**config.mk**
```make
export PLATFORM = sky130hd
export DESIGN_NAME = regbank_wb_arbiter_flat
export DESIGN_NICKNAME = d
export VERILOG_FILES = /design/src/rtl/regbank_wb_arbiter_pkg.sv /design/src/rtl/regbank_wb_arbiter_if.sv /design/src/rtl/regbank_wb_arbiter_rr_arbiter2.sv /design/src/rtl/regbank_wb_arbiter.sv /design/src/flat_wrapper.sv
export SDC_FILE = /design/constraint.sdc
export NUM_CORES = 1
export LEC_CHECK = 0
export ABC_AREA = 0
export ABC_CLOCK_PERIOD_IN_PS = 2150
export BUFFER_PORTS_ARGS = -buffer_cell sky130_fd_sc_hd__buf_2
export CORE_AREA = 2 2 104 106
export CTS_CLUSTER_SIZE = 30
export DETAILED_ROUTE_END_ITERATION = 12
export DIE_AREA = 0 0 106 108
export SYNTH_ARGS = -nofsm -noshare
export SYNTH_HDL_FRONTEND = slang
export SYNTH_SLANG_ARGS = --single-unit
```
**constraint.sdc**
```tcl
create_clock -name clk -period 2.15 [get_ports clk]
set_input_delay 0.43 -clock clk [delete_from_list [all_inputs] [get_ports clk]]
set_output_delay 0.43 -clock clk [all_outputs]
set_load 0.02 [all_outputs]
```
**src/rtl/regbank_wb_arbiter_pkg.sv**
```systemverilog
// Shared types and constants for the register-bank writeback arbiter.
// Also provides the helper that turns a one-hot grant into a writeback source.
package regbank_pkg;

  localparam int ADDR_W   = 5;
  localparam int DATA_W   = 32;
  localparam int NUM_REGS = 32;

  typedef logic [ADDR_W-1:0] reg_addr_t;
  typedef logic [DATA_W-1:0] reg_data_t;

  typedef enum logic {
    WB_ALU = 1'b0,
    WB_LSU = 1'b1
  } wb_src_e;

  typedef struct packed {
    reg_addr_t addr;
    reg_data_t data;
  } wb_req_t;

  function automatic wb_src_e grant_src(input logic [1:0] grant);
    return grant[1] ? WB_LSU : WB_ALU;
  endfunction

endpackage

```
**src/rtl/regbank_wb_arbiter_if.sv**
```systemverilog
// Two-requester writeback request bus: valid/ready handshake plus per-requester payload.
interface regbank_wb_arbiter_if #(
  parameter int ADDR_W = 5,
  parameter int DATA_W = 32
);

  logic [1:0]        req_valid;
  logic [1:0]        req_ready;
  logic [ADDR_W-1:0] req_addr0;
  logic [ADDR_W-1:0] req_addr1;
  logic [DATA_W-1:0] req_data0;
  logic [DATA_W-1:0] req_data1;

  modport master (
    output req_valid, req_addr0, req_addr1, req_data0, req_data1,
    input  req_ready
  );

  modport slave (
    input  req_valid, req_addr0, req_addr1, req_data0, req_data1,
    output req_ready
  );

endinterface

```
**src/rtl/regbank_wb_arbiter_rr_arbiter2.sv**
```systemverilog
// Two-way round-robin arbiter; the pointer names the requester preferred on contention.
module rr_arbiter2 (
  input  logic       clk,
  input  logic       rst,
  input  logic [1:0] req,
  input  logic       advance,
  output logic [1:0] grant
);

  logic       ptr_r;
  logic [1:0] grant_s;

  // Grant decode; reset suppresses all grants.
  always_comb begin
    grant_s = 2'b00;
    if (rst) begin
      grant_s = 2'b00;
    end else begin
      case (req)
        2'b01:   grant_s = 2'b01;
        2'b10:   grant_s = 2'b10;
        2'b11:   grant_s = ptr_r ? 2'b10 : 2'b01;
        default: grant_s = 2'b00;
      endcase
    end
  end

  // After a transfer, prefer the requester that lost.
  always_ff @(posedge clk) begin
    if (rst) begin
      ptr_r <= 1'b0;
    end else if (advance) begin
      ptr_r <= grant_s[0];
    end
  end

  assign grant = grant_s;

endmodule

```
**src/rtl/regbank_wb_arbiter.sv**
```systemverilog
// Writeback port arbiter for the register bank: registered write port plus per-register
// busy scoreboard that decode uses for RAW stalls.
module regbank_wb_arbiter
  import regbank_pkg::*;
#(
  parameter int NUM_REGS = regbank_pkg::NUM_REGS,
  parameter int ADDR_W   = regbank_pkg::ADDR_W,
  parameter int DATA_W   = regbank_pkg::DATA_W
) (
  input  logic                 clk,
  input  logic                 rst,
  regbank_wb_arbiter_if.slave  req,
  input  logic                 issue_valid,
  input  logic [ADDR_W-1:0]    issue_rd,
  output logic [ADDR_W-1:0]    w_addr,
  output logic                 write_en,
  output logic [DATA_W-1:0]    write_data,
  output logic [NUM_REGS-1:0]  busy
);

  logic [1:0]          grant_s;
  logic                xfer_s;
  wb_src_e             src_s;
  logic [ADDR_W-1:0]   sel_addr_s;
  logic [DATA_W-1:0]   sel_data_s;
  logic [NUM_REGS-1:0] set_s;
  logic [NUM_REGS-1:0] clr_s;

  logic                write_en_r;
  logic [ADDR_W-1:0]   w_addr_r;
  logic [DATA_W-1:0]   write_data_r;
  logic [NUM_REGS-1:0] busy_r;

  rr_arbiter2 u_arb (
    .clk     (clk),
    .rst     (rst),
    .req     (req.req_valid),
    .advance (xfer_s),
    .grant   (grant_s)
  );

  assign req.req_ready = grant_s;
  assign xfer_s        = |(req.req_valid & grant_s);

  // Select the granted requester's payload.
  always_comb begin
    src_s      = grant_src(grant_s);
    sel_addr_s = req.req_addr0;
    sel_data_s = req.req_data0;
    case (src_s)
      WB_ALU: begin
        sel_addr_s = req.req_addr0;
        sel_data_s = req.req_data0;
      end
      WB_LSU: begin
        sel_addr_s = req.req_addr1;
        sel_data_s = req.req_data1;
      end
      default: begin
        sel_addr_s = req.req_addr0;
        sel_data_s = req.req_data0;
      end
    endcase
  end

  // Write-port register stage; writes to x0 are accepted but never enabled.
  always_ff @(posedge clk) begin
    if (rst) begin
      write_en_r   <= 1'b0;
      w_addr_r     <= {ADDR_W{1'b0}};
      write_data_r <= {DATA_W{1'b0}};
    end else if (xfer_s) begin
      write_en_r   <= (sel_addr_s != {ADDR_W{1'b0}});
      w_addr_r     <= sel_addr_s;
      write_data_r <= sel_data_s;
    end else begin
      write_en_r   <= 1'b0;
    end
  end

  // Per-register set/clear requests; bit 0 is never set so x0 is never busy.
  always_comb begin
    set_s = {NUM_REGS{1'b0}};
    clr_s = {NUM_REGS{1'b0}};
    for (int i = 1; i < NUM_REGS; i++) begin
      set_s[i] = issue_valid && (issue_rd == ADDR_W'(i));
      clr_s[i] = write_en_r  && (w_addr_r == ADDR_W'(i));
    end
  end

  // Scoreboard update; a same-cycle set beats the clear since a newer producer exists.
  always_ff @(posedge clk) begin
    if (rst) begin
      busy_r <= {NUM_REGS{1'b0}};
    end else begin
      busy_r <= (busy_r & ~clr_s) | set_s;
    end
  end

  assign write_en   = write_en_r;
  assign w_addr     = w_addr_r;
  assign write_data = write_data_r;
  assign busy       = busy_r;

endmodule

```
**src/flat_wrapper.sv**
```systemverilog
// flat-port wrapper written by rule: the top's interface ports become plain ports
module regbank_wb_arbiter_flat import regbank_pkg::*;
#(
  parameter int NUM_REGS = regbank_pkg::NUM_REGS,
  parameter int ADDR_W   = regbank_pkg::ADDR_W,
  parameter int DATA_W   = regbank_pkg::DATA_W
)
  (clk, rst, issue_valid, issue_rd, w_addr, write_en, write_data, busy, req_req_valid, req_req_addr0, req_req_addr1, req_req_data0, req_req_data1, req_req_ready);
  regbank_wb_arbiter_if #(.ADDR_W(ADDR_W), .DATA_W(DATA_W)) req_i ();
  input  logic clk;
  input  logic rst;
  input  logic issue_valid;
  input  logic [ADDR_W-1:0] issue_rd;
  output logic [ADDR_W-1:0] w_addr;
  output logic write_en;
  output logic [DATA_W-1:0] write_data;
  output logic [NUM_REGS-1:0] busy;
  input wire logic [$bits(req_i.req_valid)-1:0] req_req_valid;
  input wire logic [$bits(req_i.req_addr0)-1:0] req_req_addr0;
  input wire logic [$bits(req_i.req_addr1)-1:0] req_req_addr1;
  input wire logic [$bits(req_i.req_data0)-1:0] req_req_data0;
  input wire logic [$bits(req_i.req_data1)-1:0] req_req_data1;
  output wire logic [$bits(req_i.req_ready)-1:0] req_req_ready;
  assign req_i.req_valid = req_req_valid;
  assign req_i.req_addr0 = req_req_addr0;
  assign req_i.req_addr1 = req_req_addr1;
  assign req_i.req_data0 = req_req_data0;
  assign req_i.req_data1 = req_req_data1;
  assign req_req_ready = req_i.req_ready;
  regbank_wb_arbiter #(.NUM_REGS(NUM_REGS), .ADDR_W(ADDR_W), .DATA_W(DATA_W)) u_core (.clk(clk), .rst(rst), .req(req_i), .issue_valid(issue_valid), .issue_rd(issue_rd), .w_addr(w_addr), .write_en(write_en), .write_data(write_data), .busy(busy));
endmodule
```
==> results of run 1 <==
worst min-delay path: stages:
cell      delay [ps]
buf_2             90
nand2_1           50
a311oi_1          70
registers in the layout (all words and copies together), names as in the netlist:
| name | count |
|---|---|
| u_core.busy | 31 |
| u_core.write_en | 1 |
| u_core.write_data | 32 |
| u_core.w_addr | 5 |
| u_core.u_arb.ptr_r | 1 |
cells in the mapped netlist (2+ instances only):
| cell type | n |
|---|---|
| buf_2 | 7 |
| nand4b_1 | 3 |
| o21ai_1 | 15 |
| nand2b_1 | 2 |
| nor2_1 | 42 |
| buf_4 | 8 |
| nand4bb_1 | 3 |
| dfxtp_1 | 70 |
| nor3_1 | 2 |
| and4bb_2 | 2 |
| o21ai_0 | 17 |
| and4b_1 | 3 |
| nor2b_1 | 2 |
| a21oi_1 | 31 |
| nor4_1 | 3 |
| clkbuf_1 | 12 |
| a311oi_1 | 35 |
| nand2_1 | 102 |
power by group through the flow:
stage                     sequential [uW]  combinational (uW)  clock [uW]
after detailed placement             1450                 501           0
after floorplan                      1520                 223           0
after CTS                            1420                 501        1190
final                                1420                 497        1160
after global routing                 1430                 543        1240
after global placement               1450                 494           0
cell families (layout without fill, tap and decap cells):
family                 count (synthesis)  in the layout  share of synthesized area (%)
buffers and inverters                 29            175                           5.63
other                                  1              1                          0.123
AOI/OAI and AO/OA                    103            103                           21.9
muxes                                  1              1                          0.329
DFF                                   70             70                           46.0
and+or+nand+nor                      174            174                           25.9
metrics by stage:
step | hold slack, ps | util (%) | setup slack (ps)
floorplan | 496 | - | 521
global placement | 462 | 37.9 | 394
detailed placement | 463 | 37.9 | 335
CTS | 326 | 40.0 | 327
global route | 334 | 40.0 | 269
finish | 340 | 40.0 | 340
metal layers:
| layer | wire [um] | up-vias | global-route usage [%] | part of all wire, % |
|---|---|---|---|---|
| li1 | - | 1618 | - | - |
| met1 | 4180 | 1463 | 20.4 | 44 |
| met2 | 4250 | 128 | 26.8 | 45 |
| met3 | 891 | 13 | 5.36 | 9.4 |
| met4 | 146 | 0 | 6.30 | 1.5 |
| met5 | 0 | - | 0 | 0 |
area by class of cell:
class | instances | share of cell area [%]
clock buffers | 9 | 3.03
clock inverters | 6 | 2.14
multi-input cells | 279 | 36.2
flip-flops and latches | 70 | 34.3
well taps | 136 | 4.16
repair buffers | 160 | 20.3
path summary, 6_finish.rpt:
| check | endpoint | depth (start not counted) | startpoint |
|---|---|---|---|
| min | u_core.write_data[11] | 3 | req_req_data1[11] |
| max | req_req_ready[1] | 3 | u_core.u_arb.ptr_r |
| max reg2reg | u_core.write_data[27] | 4 | u_core.u_arb.ptr_r |
| min reg2reg | u_core.busy[24] | 2 | u_core.busy[24] |
==> summary.md, run 1 <==
| Metric | Value |
|---|---|
| Die span in y | `108 um` |
| GRT Total Usage | `16.5%` |
| Postcts setup bufs | `0` |
| Unique masters post-synth | `37` |
| Worst Path Arrival | `1380 ps` |
| Final Cell Area | `4090 um2` |
| Nets | `604` |
| Antenna cell count | `0` |
| Asr flop ratio synth | `0%` |
| Layout cells sized above 1 | `34.2%` |
| Fin. Hold Viols | `0` |
| Clk pwr share | `37.7%` |
| Cell-internal power | `2200 uW` |
| Port Buffer Count | `154` |
| Leak Pwr | `0.00188 uW` |
| H-tree Lvls | `3` |
| Clk_lat worst skew | `340 ps` |
| Top post-synthesis cells by area | `dfxtp_1 (46%), nand2_1 (13%), a311oi_1 (10%), nor2_1 (5.2%), a21oi_1 (5.1%)` |
| DRT Wirelength | `9.46 mm` |
| Slew @ Worst Pin | `629 ps` |
| Final Non-Filler Cells | `660` |
| Biggest cell delay along the critical path | `390 ps` |
| Clk_skew | `8.68 ps` |
| Top cell type's share of synthesized area | `46.0%` |
| Top cell family by delay on the critical path | `compound AO/OA/AOI/OAI gates` |
| Clk buf depth | `2` |
| Crit path kind | `register to output pin` |
| Via-to-Cell Ratio | `4.88` |
| First-pass GRT wire length | `15.0 mm` |
| Multi-input gate area | `1480 um2` |
| Mapped Nets | `462` |
| Fin crit period | `1810 ps` |
| Startpoint types | `register` |
| Grt ovf | `0` |
| Worst path cell trace | `a21boi_4, nor3_1, buf_2` |
| Critical path capture point type | `output pin` |
| Avg WL per Cell | `14.3 um` |
| Hold_buf cts | `0` |
| Critical path data required time | `1720 ps` |
| Placeable Area | `10,200 um2` |
| Placed cells | `645` |
| Fillers | `1,114` |
| Cell Area, Placed | `3880 um2` |
| Post-synthesis register bit count | `70` |
| Final setup TNS | `0 ps` |
| VDD IR max | `0.267 mV` |
| Avg Inst Size Synth | `8.05 um2` |
| Clock transition at path regs | `80 ps` |
| P&R area growth vs syn | `34.4%` |
| RSZ-0062 raised after global routing | `no` |
| Total CTS buffers | `9` |
| Logic pwr share | `16.1%` |
| Initial Util | `29.8%` |
| Number of global-route vias before repair | `3,042` |
| Switching Share | `28.5%` |
| Max-slew headroom | `58.0%` |
| Vias | `3,222` |
| Psw | `876 uW` |
| Peak fanout along the critical path | `15` |
| Post-CTS Resized | `0` |
| MaxCap Viol Count | `0` |
| Cell area after synthesis | `3040 um2` |
| Peak Freq | `0.552 GHz` |
| CP max stage cell | `a21boi_4` |
| Max Slew Vio Count | `0` |
| Detail Route Antenna Nets | `0` |
| R2r setup slk | `560 ps` |
| Clk sinks | `70` |
| Largest net degree at the start of global routing | `64` |
| Buffer and inverter count on the worst path | `1` |
| TritonCTS clock tree | `built` |
| Commonest cells after routing, fill and taps aside | `buf_2 (154), nand2_1 (102), dfxtp_1 (70), nor2_1 (42), a311oi_1 (35)` |
| Cell taking the most area after synthesis | `dfxtp_1` |
| Synth Flop Type | `dfxtp_1` |
| Final Power | `3080 uW` |
| Die X | `106 um` |
| Rows | `37` |
| I/O pins | `156` |
| Tcrit/Tclk final | `84.2%` |
| Yosys warning count | `0` |
| Initial drt markers | `120` |
| PD cells | `752 nW/um2` |
| Min-Delay Path Class | `primary input to register` |
| Seq pwr share | `46.2%` |
| GP Congestion | `0.813` |
| Die area | `11,400 um2` |
| Gate Count Post-Synth | `378` |
| DRC errors left | `0` |
| Drt pass-1 iters | `4` |
| Setup violations, final | `0` |
| Commonest non-fill, non-tap cell in the layout | `buf_2` |
| Register Area | `1400 um2` |
| Root Driver | `clkbuf_8` |
| EDFF count, synth | `0` |
| Status | `finished, final reports clean` |
| Antenna violations before repair | `0` |
| Sequential fraction of the synthesis area | `46.0%` |
| Detailed Place HPWL | `6.93 mm` |
No activity file was read; power rests on OpenSTA's default activity.
==> run 2: changes to the inputs <==
--- a/config.mk
+++ b/config.mk
@@ -6,7 +6,7 @@
 export NUM_CORES = 1
 export LEC_CHECK = 0
 export ABC_AREA = 0
-export ABC_CLOCK_PERIOD_IN_PS = 2150
+export ABC_CLOCK_PERIOD_IN_PS = 1720
 export BUFFER_PORTS_ARGS = -buffer_cell sky130_fd_sc_hd__buf_2
 export CORE_AREA = 2 2 104 106
 export CTS_CLUSTER_SIZE = 30
==> constraint.sdc (replaced) <==
create_clock -name clk -period 1.72 [get_ports clk]
set_input_delay 0.344 -clock clk [delete_from_list [all_inputs] [get_ports clk]]
set_output_delay 0.344 -clock clk [all_outputs]
set_load 0.02 [all_outputs]
==> run 2 against run 1 <==
- first-iteration DRC count grew 1.7%
- combinational power up 32%
- largest power group unchanged
- via count barely moved
- sequential share of layout area is 0.20 points lower
- utilization up 0.27 points
- worst hold slack worse by 82 ps
- critical endpoint unchanged
==> summary.md, run 2 (same netlist as run 1, synthesis figures left out) <==
| Metric | Value |
|---|---|
| Status | `finished, final reports clean` |
| Hold_buf cts | `0` |
| Placeable Area | `10,200 um2` |
| GRT Total Usage | `16.7%` |
| Fin. Hold Viols | `0` |
| Fillers | `1,056` |
| Initial Util | `29.8%` |
| Leak Pwr | `0.00190 uW` |
| Clk_skew | `7.06 ps` |
| DRC errors left | `0` |
| Max Slew Vio Count | `0` |
| Initial drt markers | `122` |
| Critical path data required time | `1380 ps` |
| Pre-CTS setup slack | `197 ps` |
| Worst Path Arrival | `1270 ps` |
| Commonest cells after routing, fill and taps aside | `buf_2 (154), nand2_1 (102), dfxtp_1 (69), nor2_1 (42), a311oi_1 (35)` |
| Clk_lat worst skew | `340 ps` |
| Detailed Place HPWL | `6.85 mm` |
| Crit path kind | `register to output pin` |
| Hold_ws | `258 ps` |
| Multi-input gate area | `1480 um2` |
| Drt pass-1 iters | `4` |
| Min setup slack post-route | `111 ps` |
| Detail Route Antenna Nets | `0` |
| RSZ-0062 raised after global routing | `no` |
| Clk buf depth | `2` |
| Root Driver | `clkbuf_8` |
| P&R area growth vs syn | `35.3%` |
| Layout Utilization | `40.2%` |
| Largest net degree at the start of global routing | `42` |
| DRT Wirelength | `9.39 mm` |
| Clock transition at path regs | `70 ps` |
| Tcrit/Tclk final | `93.6%` |
| Rows | `37` |
| Vias | `3,221` |
| H-tree Lvls | `3` |
| MaxCap Viol Count | `0` |
| Min-Delay Path Class | `primary input to register` |
| Slew @ Worst Pin | `609 ps` |
| Peak Freq | `0.621 GHz` |
| Nets | `610` |
| GP Congestion | `0.851` |
| Commonest non-fill, non-tap cell in the layout | `buf_2` |
| Setup violations, final | `0` |
| Die area | `11,400 um2` |
| Grt ovf | `0` |
| First-pass GRT wire length | `15.2 mm` |
| Register Area | `1400 um2` |
| Antenna violations before repair | `0` |
| I/O pins | `156` |
| Fin crit period | `1610 ps` |
| Antenna cell count | `0` |
| TritonCTS clock tree | `built` |
| Clk sinks | `70` |
| Critical path capture point type | `output pin` |
| Total CTS buffers | `9` |
| Final setup TNS | `0 ps` |
| Max-slew headroom | `59.2%` |
| VDD IR max | `0.314 mV` |
| Port Buffer Count | `154` |
| Startpoint types | `register` |
| Via-to-Cell Ratio | `4.83` |
| Layout cells sized above 1 | `34.8%` |
| Peak fanout along the critical path | `10` |
| Avg WL per Cell | `14.1 um` |
| PD cells | `870 nW/um2` |
| Die span in y | `108 um` |
| Number of global-route vias before repair | `3,146` |
| Die X | `106 um` |
| Max reg flops | `32` |
-- run 2: changes by cell type in the layout (fill, tap and decap cells not counted), moves of 2 or more --
cell       before  now
clkinv_4        2    0
bufinv_16       2    0
buf_4           5    9
buf_12          1    3
clkbuf_1        0    2
-- run 2: timing repair --
| action | CTS | global route |
|---|---|---|
| hold endpoints to repair | 0 | 0 |
| endpoints found under the setup margin | 0 | 1 |
| setup buffers | 0 | 0 |
| gates resized for setup | 0 | 1 |
-- run 2: worst max-delay path, stage by stage (launching register included) --
cell and delay (ps):
dfxtp_2 360, a21boi_4 320, nor3_1 90, buf_2 170
-- run 2: power by group --
part / internal [uW] / switching [uW] / total, uW
combinational: 257 / 400 / 657
sequential: 1710 / 58.4 / 1770
clock: 557 / 602 / 1160
-- run 2: area by class of cell --
type	instances	area share, %
multi-input cells	279	35.9
flip-flops and latches	70	34.1
repair buffers	166	21.8
well taps	136	4.13
clock buffers	12	3.52
clock inverters	4	0.547
-- run 2: through the flow --
stage,power [uW],cell area [um2],std cells
finish,3580,4120,667
CTS,3620,4120,667
floorplan,2180,3040,378
global route,3780,4120,667
global placement,2450,3950,651
detailed placement,2460,3950,651
-- run 2: final timing paths --
check	startpoint	endpoint	slack [ps]	cells past startpoint
worst min register to register	u_core.busy[24]	u_core.busy[24]	480	2
worst max register to register	u_core.w_addr[2]	u_core.busy[3]	350	3
worst max-delay path	u_core.u_arb.ptr_r	req_req_ready[1]	110	3
worst min-delay path	req_req_data1[16]	u_core.write_data[16]	260	3
-- run 2: layer usage --
layer	up-vias	global-route usage (%)	routed length, um
li1	1631	-	-
met1	1445	21.6	4200
met2	133	26.4	4180
met3	12	5.24	881
met4	0	6.20	130
met5	-	0	0
